`config.mk`:
```
export PLATFORM = sky130hd
export DESIGN_NAME = keypad_scanner
export DESIGN_NICKNAME = d
export VERILOG_FILES = /design/src/rtl/keypad_pkg.sv /design/src/rtl/keypad_row_scan.sv /design/src/rtl/keypad_scanner.sv
export SDC_FILE = /design/constraint.sdc
export NUM_CORES = 1
export LEC_CHECK = 0
export ABC_AREA = 1
export ABC_CLOCK_PERIOD_IN_PS = 5500
export CAP_MARGIN = 20
export CORE_UTILIZATION = 51
export CTS_CLUSTER_DIAMETER = 150
export DETAILED_ROUTE_END_ITERATION = 7
export MAX_ROUTING_LAYER = met4
export PLACE_DENSITY = 0.76
export RECOVER_POWER = 100
export SLEW_MARGIN = 20
export SYNTH_ARGS = -nofsm -noshare
export SYNTH_HDL_FRONTEND = slang
export SYNTH_HIERARCHICAL = 1
export SYNTH_SLANG_ARGS = --single-unit
```
`constraint.sdc`:
```
create_clock -name clk -period 5.5 [get_ports clk]
set_clock_uncertainty 0.15 [all_clocks]
set_input_delay 1.375 -clock clk [delete_from_list [all_inputs] [get_ports clk]]
set_output_delay 1.375 -clock clk [all_outputs]
set_load 0.01 [all_outputs]
```
`src/rtl/keypad_pkg.sv`:
```
// keypad_pkg: shared types and constants for the 4x4 keypad scanner.
//   kp_state_e   - debounce FSM states
//   KEY_CODE_W   - width of the emitted key code (row*COLS + col)
//   REPEAT_FIRST - held frames before the first auto-repeat (KEYPAD_REPEAT_EN builds)
//   REPEAT_NEXT  - held frames between subsequent auto-repeats
`timescale 1ns/1ps
package keypad_pkg;

  localparam int KEY_CODE_W   = 4;
  localparam int REPEAT_FIRST = 16;
  localparam int REPEAT_NEXT  = 4;

  typedef enum logic [1:0] {
    IDLE     = 2'd0,
    PRESS_DB = 2'd1,
    HELD     = 2'd2,
    REL_DB   = 2'd3
  } kp_state_e;

endpackage

```
`src/rtl/keypad_row_scan.sv`:
```
// keypad_row_scan: row time-multiplexing and frame assembly for a matrix keypad.
// Ports:
//   clk, nrst   - clock, asynchronous active-low reset
//   ncol        - active-low column sense (asynchronous, synchronised here)
//   nrow        - active-low row drive, exactly one bit low
//   frame       - one bit per key (row*COLS + col), 1 = closed
//   frame_done  - one-cycle pulse once the last row of a frame has been written
`timescale 1ns/1ps
module keypad_row_scan #(
  parameter int ROWS     = 4,
  parameter int COLS     = 4,
  parameter int SCAN_DIV = 800
) (
  input  logic                   clk,
  input  logic                   nrst,
  input  logic [COLS-1:0]        ncol,
  output logic [ROWS-1:0]        nrow,
  output logic [ROWS*COLS-1:0]   frame,
  output logic                   frame_done
);

  localparam int DIV_W = $clog2(SCAN_DIV);

  logic [DIV_W-1:0] div;
  logic [1:0]       row;
  logic [COLS-1:0]  col_meta;
  logic [COLS-1:0]  col_sync;
  logic             sample;
  logic             advance;

  assign sample = (div == DIV_W'(SCAN_DIV - 1));
  assign nrow   = ~(ROWS'(1) << row);

  // The row moves one cycle after its columns are sampled, so each row's
  // sample point sees columns that have settled for SCAN_DIV-1 cycles.
  always_ff @(posedge clk or negedge nrst) begin
    if (!nrst) begin
      div        <= '0;
      row        <= '0;
      col_meta   <= '1;
      col_sync   <= '1;
      frame      <= '0;
      frame_done <= 1'b0;
      advance    <= 1'b0;
    end else begin
      col_meta   <= ncol;
      col_sync   <= col_meta;
      advance    <= sample;
      frame_done <= sample && (row == 2'(ROWS - 1));
      div        <= sample ? '0 : div + 1'b1;
      if (sample)
        frame[row*COLS +: COLS] <= ~col_sync;
      if (advance)
        row <= (row == 2'(ROWS - 1)) ? '0 : row + 1'b1;
    end
  end

endmodule

```
`src/rtl/keypad_scanner.sv`:
```
// keypad_scanner: 4x4 matrix keypad scanner with debounce and valid/ready output.
// Ports:
//   clk, nrst  - clock, asynchronous active-low reset
//   nrow       - active-low row drive
//   ncol       - active-low column sense
//   key_valid  - key_code holds an unconsumed press
//   key_code   - row*COLS + col of the pressed key, stable while key_valid
//   key_ready  - consumer accepts key_code when key_valid && key_ready
//   key_down   - debounced single-key-held level
//   overflow   - sticky, a press was dropped while key_valid was pending
// Build option: define KEYPAD_REPEAT_EN to auto-repeat a held key
// (first after REPEAT_FIRST held frames, then every REPEAT_NEXT frames).
`timescale 1ns/1ps
module keypad_scanner
  import keypad_pkg::*;
#(
  parameter int ROWS     = 4,
  parameter int COLS     = 4,
  parameter int SCAN_DIV = 800,
  parameter int DEBOUNCE = 4
) (
  input  logic                  clk,
  input  logic                  nrst,
  output logic [ROWS-1:0]       nrow,
  input  logic [COLS-1:0]       ncol,
  output logic                  key_valid,
  output logic [KEY_CODE_W-1:0] key_code,
  input  logic                  key_ready,
  output logic                  key_down,
  output logic                  overflow
);

  localparam int NKEYS = ROWS * COLS;
  localparam int CNT_W = $clog2(DEBOUNCE + 1);

  logic [NKEYS-1:0]      frame;
  logic                  frame_done;
  logic                  frame_one;
  logic [KEY_CODE_W-1:0] hit_code;
  logic                  single_cand;

  kp_state_e             state, state_next;
  logic [KEY_CODE_W-1:0] cand, cand_next;
  logic [CNT_W-1:0]      cnt, cnt_next, cnt_inc;
  logic                  emit;

  keypad_row_scan #(
    .ROWS     (ROWS),
    .COLS     (COLS),
    .SCAN_DIV (SCAN_DIV)
  ) u_row_scan (
    .clk        (clk),
    .nrst       (nrst),
    .ncol       (ncol),
    .nrow       (nrow),
    .frame      (frame),
    .frame_done (frame_done)
  );

  // Exactly one bit set means a clean single press; any ghosted multi-key
  // frame fails the power-of-two test and is treated like a release.
  always_comb begin
    frame_one = (|frame) && ((frame & (frame - 1'b1)) == '0);
    hit_code  = '0;
    for (int unsigned i = 0; i < NKEYS; i++)
      if (frame[i])
        hit_code = KEY_CODE_W'(i);
  end

  assign single_cand = frame_one && (hit_code == cand);
  assign cnt_inc     = cnt + 1'b1;
  assign key_down    = (state == HELD) || (state == REL_DB);

`ifdef KEYPAD_REPEAT_EN
  logic [4:0] rpt_cnt, rpt_cnt_next;
  logic       rpt_on, rpt_on_next;
`endif

  always_comb begin
    state_next = state;
    cand_next  = cand;
    cnt_next   = cnt;
    emit       = 1'b0;
    if (frame_done) begin
      case (state)
        IDLE: if (frame_one) begin
          cand_next = hit_code;
          cnt_next  = CNT_W'(1);
          if (DEBOUNCE == 1) begin
            state_next = HELD;
            emit       = 1'b1;
          end else begin
            state_next = PRESS_DB;
          end
        end
        PRESS_DB: if (single_cand) begin
          cnt_next = cnt_inc;
          if (cnt_inc == CNT_W'(DEBOUNCE)) begin
            state_next = HELD;
            emit       = 1'b1;
          end
        end else begin
          state_next = IDLE;
        end
        HELD: if (!single_cand) begin
          cnt_next   = CNT_W'(1);
          state_next = (DEBOUNCE == 1) ? IDLE : REL_DB;
        end
        REL_DB: if (single_cand) begin
          state_next = HELD;
        end else begin
          cnt_next = cnt_inc;
          if (cnt_inc == CNT_W'(DEBOUNCE))
            state_next = IDLE;
        end
        default: state_next = IDLE;
      endcase
    end
`ifdef KEYPAD_REPEAT_EN
    rpt_cnt_next = rpt_cnt;
    rpt_on_next  = rpt_on;
    if (state_next != HELD) begin
      rpt_cnt_next = '0;
      rpt_on_next  = 1'b0;
    end else if (frame_done && (state == HELD)) begin
      if (rpt_cnt == 5'(rpt_on ? REPEAT_NEXT - 1 : REPEAT_FIRST - 1)) begin
        emit         = 1'b1;
        rpt_cnt_next = '0;
        rpt_on_next  = 1'b1;
      end else begin
        rpt_cnt_next = rpt_cnt + 1'b1;
      end
    end
`endif
  end

  always_ff @(posedge clk or negedge nrst) begin
    if (!nrst) begin
      state <= IDLE;
      cand  <= '0;
      cnt   <= '0;
`ifdef KEYPAD_REPEAT_EN
      rpt_cnt <= '0;
      rpt_on  <= 1'b0;
`endif
    end else begin
      state <= state_next;
      cand  <= cand_next;
      cnt   <= cnt_next;
`ifdef KEYPAD_REPEAT_EN
      rpt_cnt <= rpt_cnt_next;
      rpt_on  <= rpt_on_next;
`endif
    end
  end

  // A new code may replace one being consumed on the same edge; otherwise
  // a pending code is kept and the newcomer is dropped as an overflow.
  always_ff @(posedge clk or negedge nrst) begin
    if (!nrst) begin
      key_valid <= 1'b0;
      key_code  <= '0;
      overflow  <= 1'b0;
    end else if (emit) begin
      if (key_valid && !key_ready) begin
        overflow <= 1'b1;
      end else begin
        key_code  <= cand_next;
        key_valid <= 1'b1;
      end
    end else if (key_valid && key_ready) begin
      key_valid <= 1'b0;
    end
  end

endmodule

```
==> summary.txt <==
Critical path
  – Worst path arrival time: roughly 3.4 ns
  – Critical path data required time: 5.19 ns
  – Cell family with most CP delay: buffers and inverters
  – Max incr delay on CP: about 1.9 ns
  – Buf/Inv on CP: 2
  – CP endpoint kind: async pin
  – CP max stage cell: clkbuf_1
  – RR Startpoint: u_row_scan/div[0]
  – Reg-to-reg slack, setup: around 2.6 ns
  – CP Cell Sequence: buf_2 > clkbuf_1
  – Crit path launch type: input port
  – Critical path startpoint: nrst
  – CP Max Fanout: 53
  – Crit Path Class: input port to async pin

GRT
  – Vias in the first global route: 2198
  – Initial antenna violation count: 0
  – Congestion Overflow GR: 0
  – First-pass GRT wire length: 9550 um
  – Largest net degree at the start of global routing: 54
  – Gr usage total: 0.201

Timing
  – Slew HR: -0.794
  – Fin. Hold Viols: 0
  – Worst slew pin tran: 2.69 ns
  – RSZ-0062 raised after global routing: false
  – Slew Viols, Final: 80
  – Final worst path period share: 0.671
  – TNS Setup: 0 ns
  – Fin crit period: 3.69 ns
  – Fmax: between 0.2 and 0.3 GHz
  – Final setup fails: 0
  – Worst hold slack: ~0.21 ns

Clocking
  – H-tree depth: 2
  – Maximum clock insertion buffer count: 2
  – Number of post-CTS setup repair buffers: 0
  – Root buf cell: clkbuf_8
  – Post-CTS sizing: 0
  – CTS tree: built
  – TritonCTS Sinks: 53
  – Post-CTS Hold Buffers: 0
  – Clock transition at path regs: 0.08 ns
  – Worst skew pair latency: 0.30 ns
  – Inserted Clock Buffers: 5

Synth
  – #FFs+latches synth: 53
  – Synthesis Warnings: 6
  – Cell Area, Synth: 0.00308 mm2
  – Synth cell types: 35
  – Syn_area_per_cell: about 8.2 um2
  – Synthesized net count: roughly 400
  – Synth Instances: 377
  – Seq/Total Area, Yosys: 0.434

Hold path
  – Worst min path class: flop to flop
  – Hold_sp: u_row_scan/col_meta[2]

Floorplan
  – Chip Height: 79.7 um
  – Die W: 79.7 um
  – Rows: 27
  – I/O pin total: 18
  – DIE AREA: 0.00635 mm2
  – Placeable Area: 0.00568 mm2
  – Initial Utilization: 0.543

Power and ir drop
  – P per Cell Area: 188 mW/mm2
  – Worst-case vdd ir drop: 0.000118 V
  – Leakage Power: 0.00162 uW

Detailed routing
  – Mean routed wirelength per cell: around 11 um
  – DRC marker count from the first detailed-route iteration: 57
  – DR pass1 iterations: 4
  – Post-DRT Antenna Nets: 0
  – DRC violations left: 0
  – Via count: 2345
  – Routed WL: about 5300 um
  – Vias/cell: 4.99

Place
  – PortBufs: 17
  – Placer congestion estimate: 0.772
  – DP Wirelength: 4020 um

Final layout
  – N_diodes: 0
  – P&R area growth vs syn: 8.21%
  – Most frequent cells in the layout: 110 x nand2_1, 47 x inv_1, 45 x nor2_1, 45 x dfrtp_1, 21 x nand4_1
  – Layout cells sized above 1: 0.133
  – Most common cell after layout, fill and taps aside: nand2_1
  – Fin nets: between 400 and 500

Outcome
  – Outcome: finished, violations left
  – Failing checks: max-capacitance violations, max-slew violations

Run
  – Max-cap violations: 2
cell families (layout without fill, tap and decap cells):
| kind of cell | after synthesis | in the layout | synth area share |
|---|---|---|---|
| compound gates | 29 | 29 | 0.0642 |
| xor+xnor | 6 | 6 | 0.0171 |
| fa+ha+maj | 9 | 9 | 0.0366 |
| buf+inv | 60 | 81 | 0.0813 |
| flops | 53 | 53 | 0.434 |
| simple gates | 220 | 220 | 0.367 |
registers in the layout, summed over array words and instances, names as in the netlist, named ones only:
name                   flops
cand                       4
cnt                        3
key_code                   4
key_valid                  1
overflow                   1
state                      1
u_row_scan/advance         1
u_row_scan/col_meta        4
u_row_scan/col_sync        4
u_row_scan/div            10
u_row_scan/frame          16
u_row_scan/frame_done      1
u_row_scan/row             2
path summary, 6_finish.rpt:
| check | cells after the start | to |
|---|---|---|
| max | 2 | u_row_scan/frame[0] |
| min | 0 | u_row_scan/col_sync[2] |
| max reg2reg | 6 | u_row_scan/div[0] |
| min reg2reg | 0 | u_row_scan/col_sync[2] |
| max in group clk | 4 | nrow[0] |
| min in group asynchronous | 2 | u_row_scan/div[0] |
cell usage after synthesis:
| cell type | number | share of area |
|---|---|---|
| a21oi_1 | 4 | 0.0065 |
| a21oi_2 | 2 | 0.0057 |
| a21oi_4 | 1 | 0.0053 |
| a31oi_2 | 1 | 0.0041 |
| and2_1 | 1 | 0.0020 |
| buf_2 | 1 | 0.0016 |
| buf_6 | 3 | 0.011 |
| clkbuf_1 | 1 | 0.0012 |
| clkinv_2 | 1 | 0.0016 |
| dfrtp_1 | 45 | 0.37 |
| dfstp_2 | 8 | 0.068 |
| ha_1 | 9 | 0.037 |
| inv_1 | 46 | 0.056 |
| inv_2 | 8 | 0.0098 |
| nand2_1 | 108 | 0.13 |
| nand2_2 | 5 | 0.010 |
| nand2_4 | 2 | 0.0073 |
| nand3_1 | 15 | 0.024 |
| nand3_2 | 3 | 0.0098 |
| nand3_4 | 6 | 0.034 |
| nand3b_1 | 1 | 0.0024 |
| nand4_1 | 21 | 0.043 |
| nor2_1 | 43 | 0.052 |
| nor2_2 | 4 | 0.0081 |
| nor2_4 | 7 | 0.026 |
| nor2_8 | 2 | 0.013 |
| nor3_1 | 2 | 0.0033 |
| o211ai_1 | 1 | 0.0024 |
| o21a_1 | 1 | 0.0024 |
| o21ai_0 | 7 | 0.011 |
| o21ai_1 | 6 | 0.0098 |
| o21ai_2 | 5 | 0.014 |
| o21bai_1 | 1 | 0.0024 |
| xnor2_1 | 3 | 0.0085 |
| xor2_1 | 3 | 0.0085 |
final cells by class:
class                           count  area [um2]
Clock buffer                        8        90.1
Fill cell                         502        2340
Inverter                           55         208
Multi-Input combinational cell    264        1440
Sequential cell                    53        1340
Tap cell                           72        90.1
Timing Repair Buffer               18         169
where the power goes:
group          switching [uW]  internal (uW)
combinational            7.94           3.37
clock                     116            103
sequential               1.51            395
total                     125            501
through the flow:
step	worst slack (ns)	instance area, um2	instances	total power (uW)	utilization
global route	1.16	3330	470	650	0.587
finish	1.81	3330	470	626	0.587
CTS	2.00	3390	470	637	0.597
detailed placement	2.34	3300	462	417	0.581
floorplan	2.96	3080	377	404	-
global placement	2.40	3300	462	416	0.581
routing by layer:
metal	routed length, um	part of all wire	track usage
met3	120	0.023	0.0354
met4	87	0.016	0.0745
met5	0	0	-
met1	2580	0.48	0.254
met2	2530	0.48	0.323
Power figures use the tool's default switching activity.
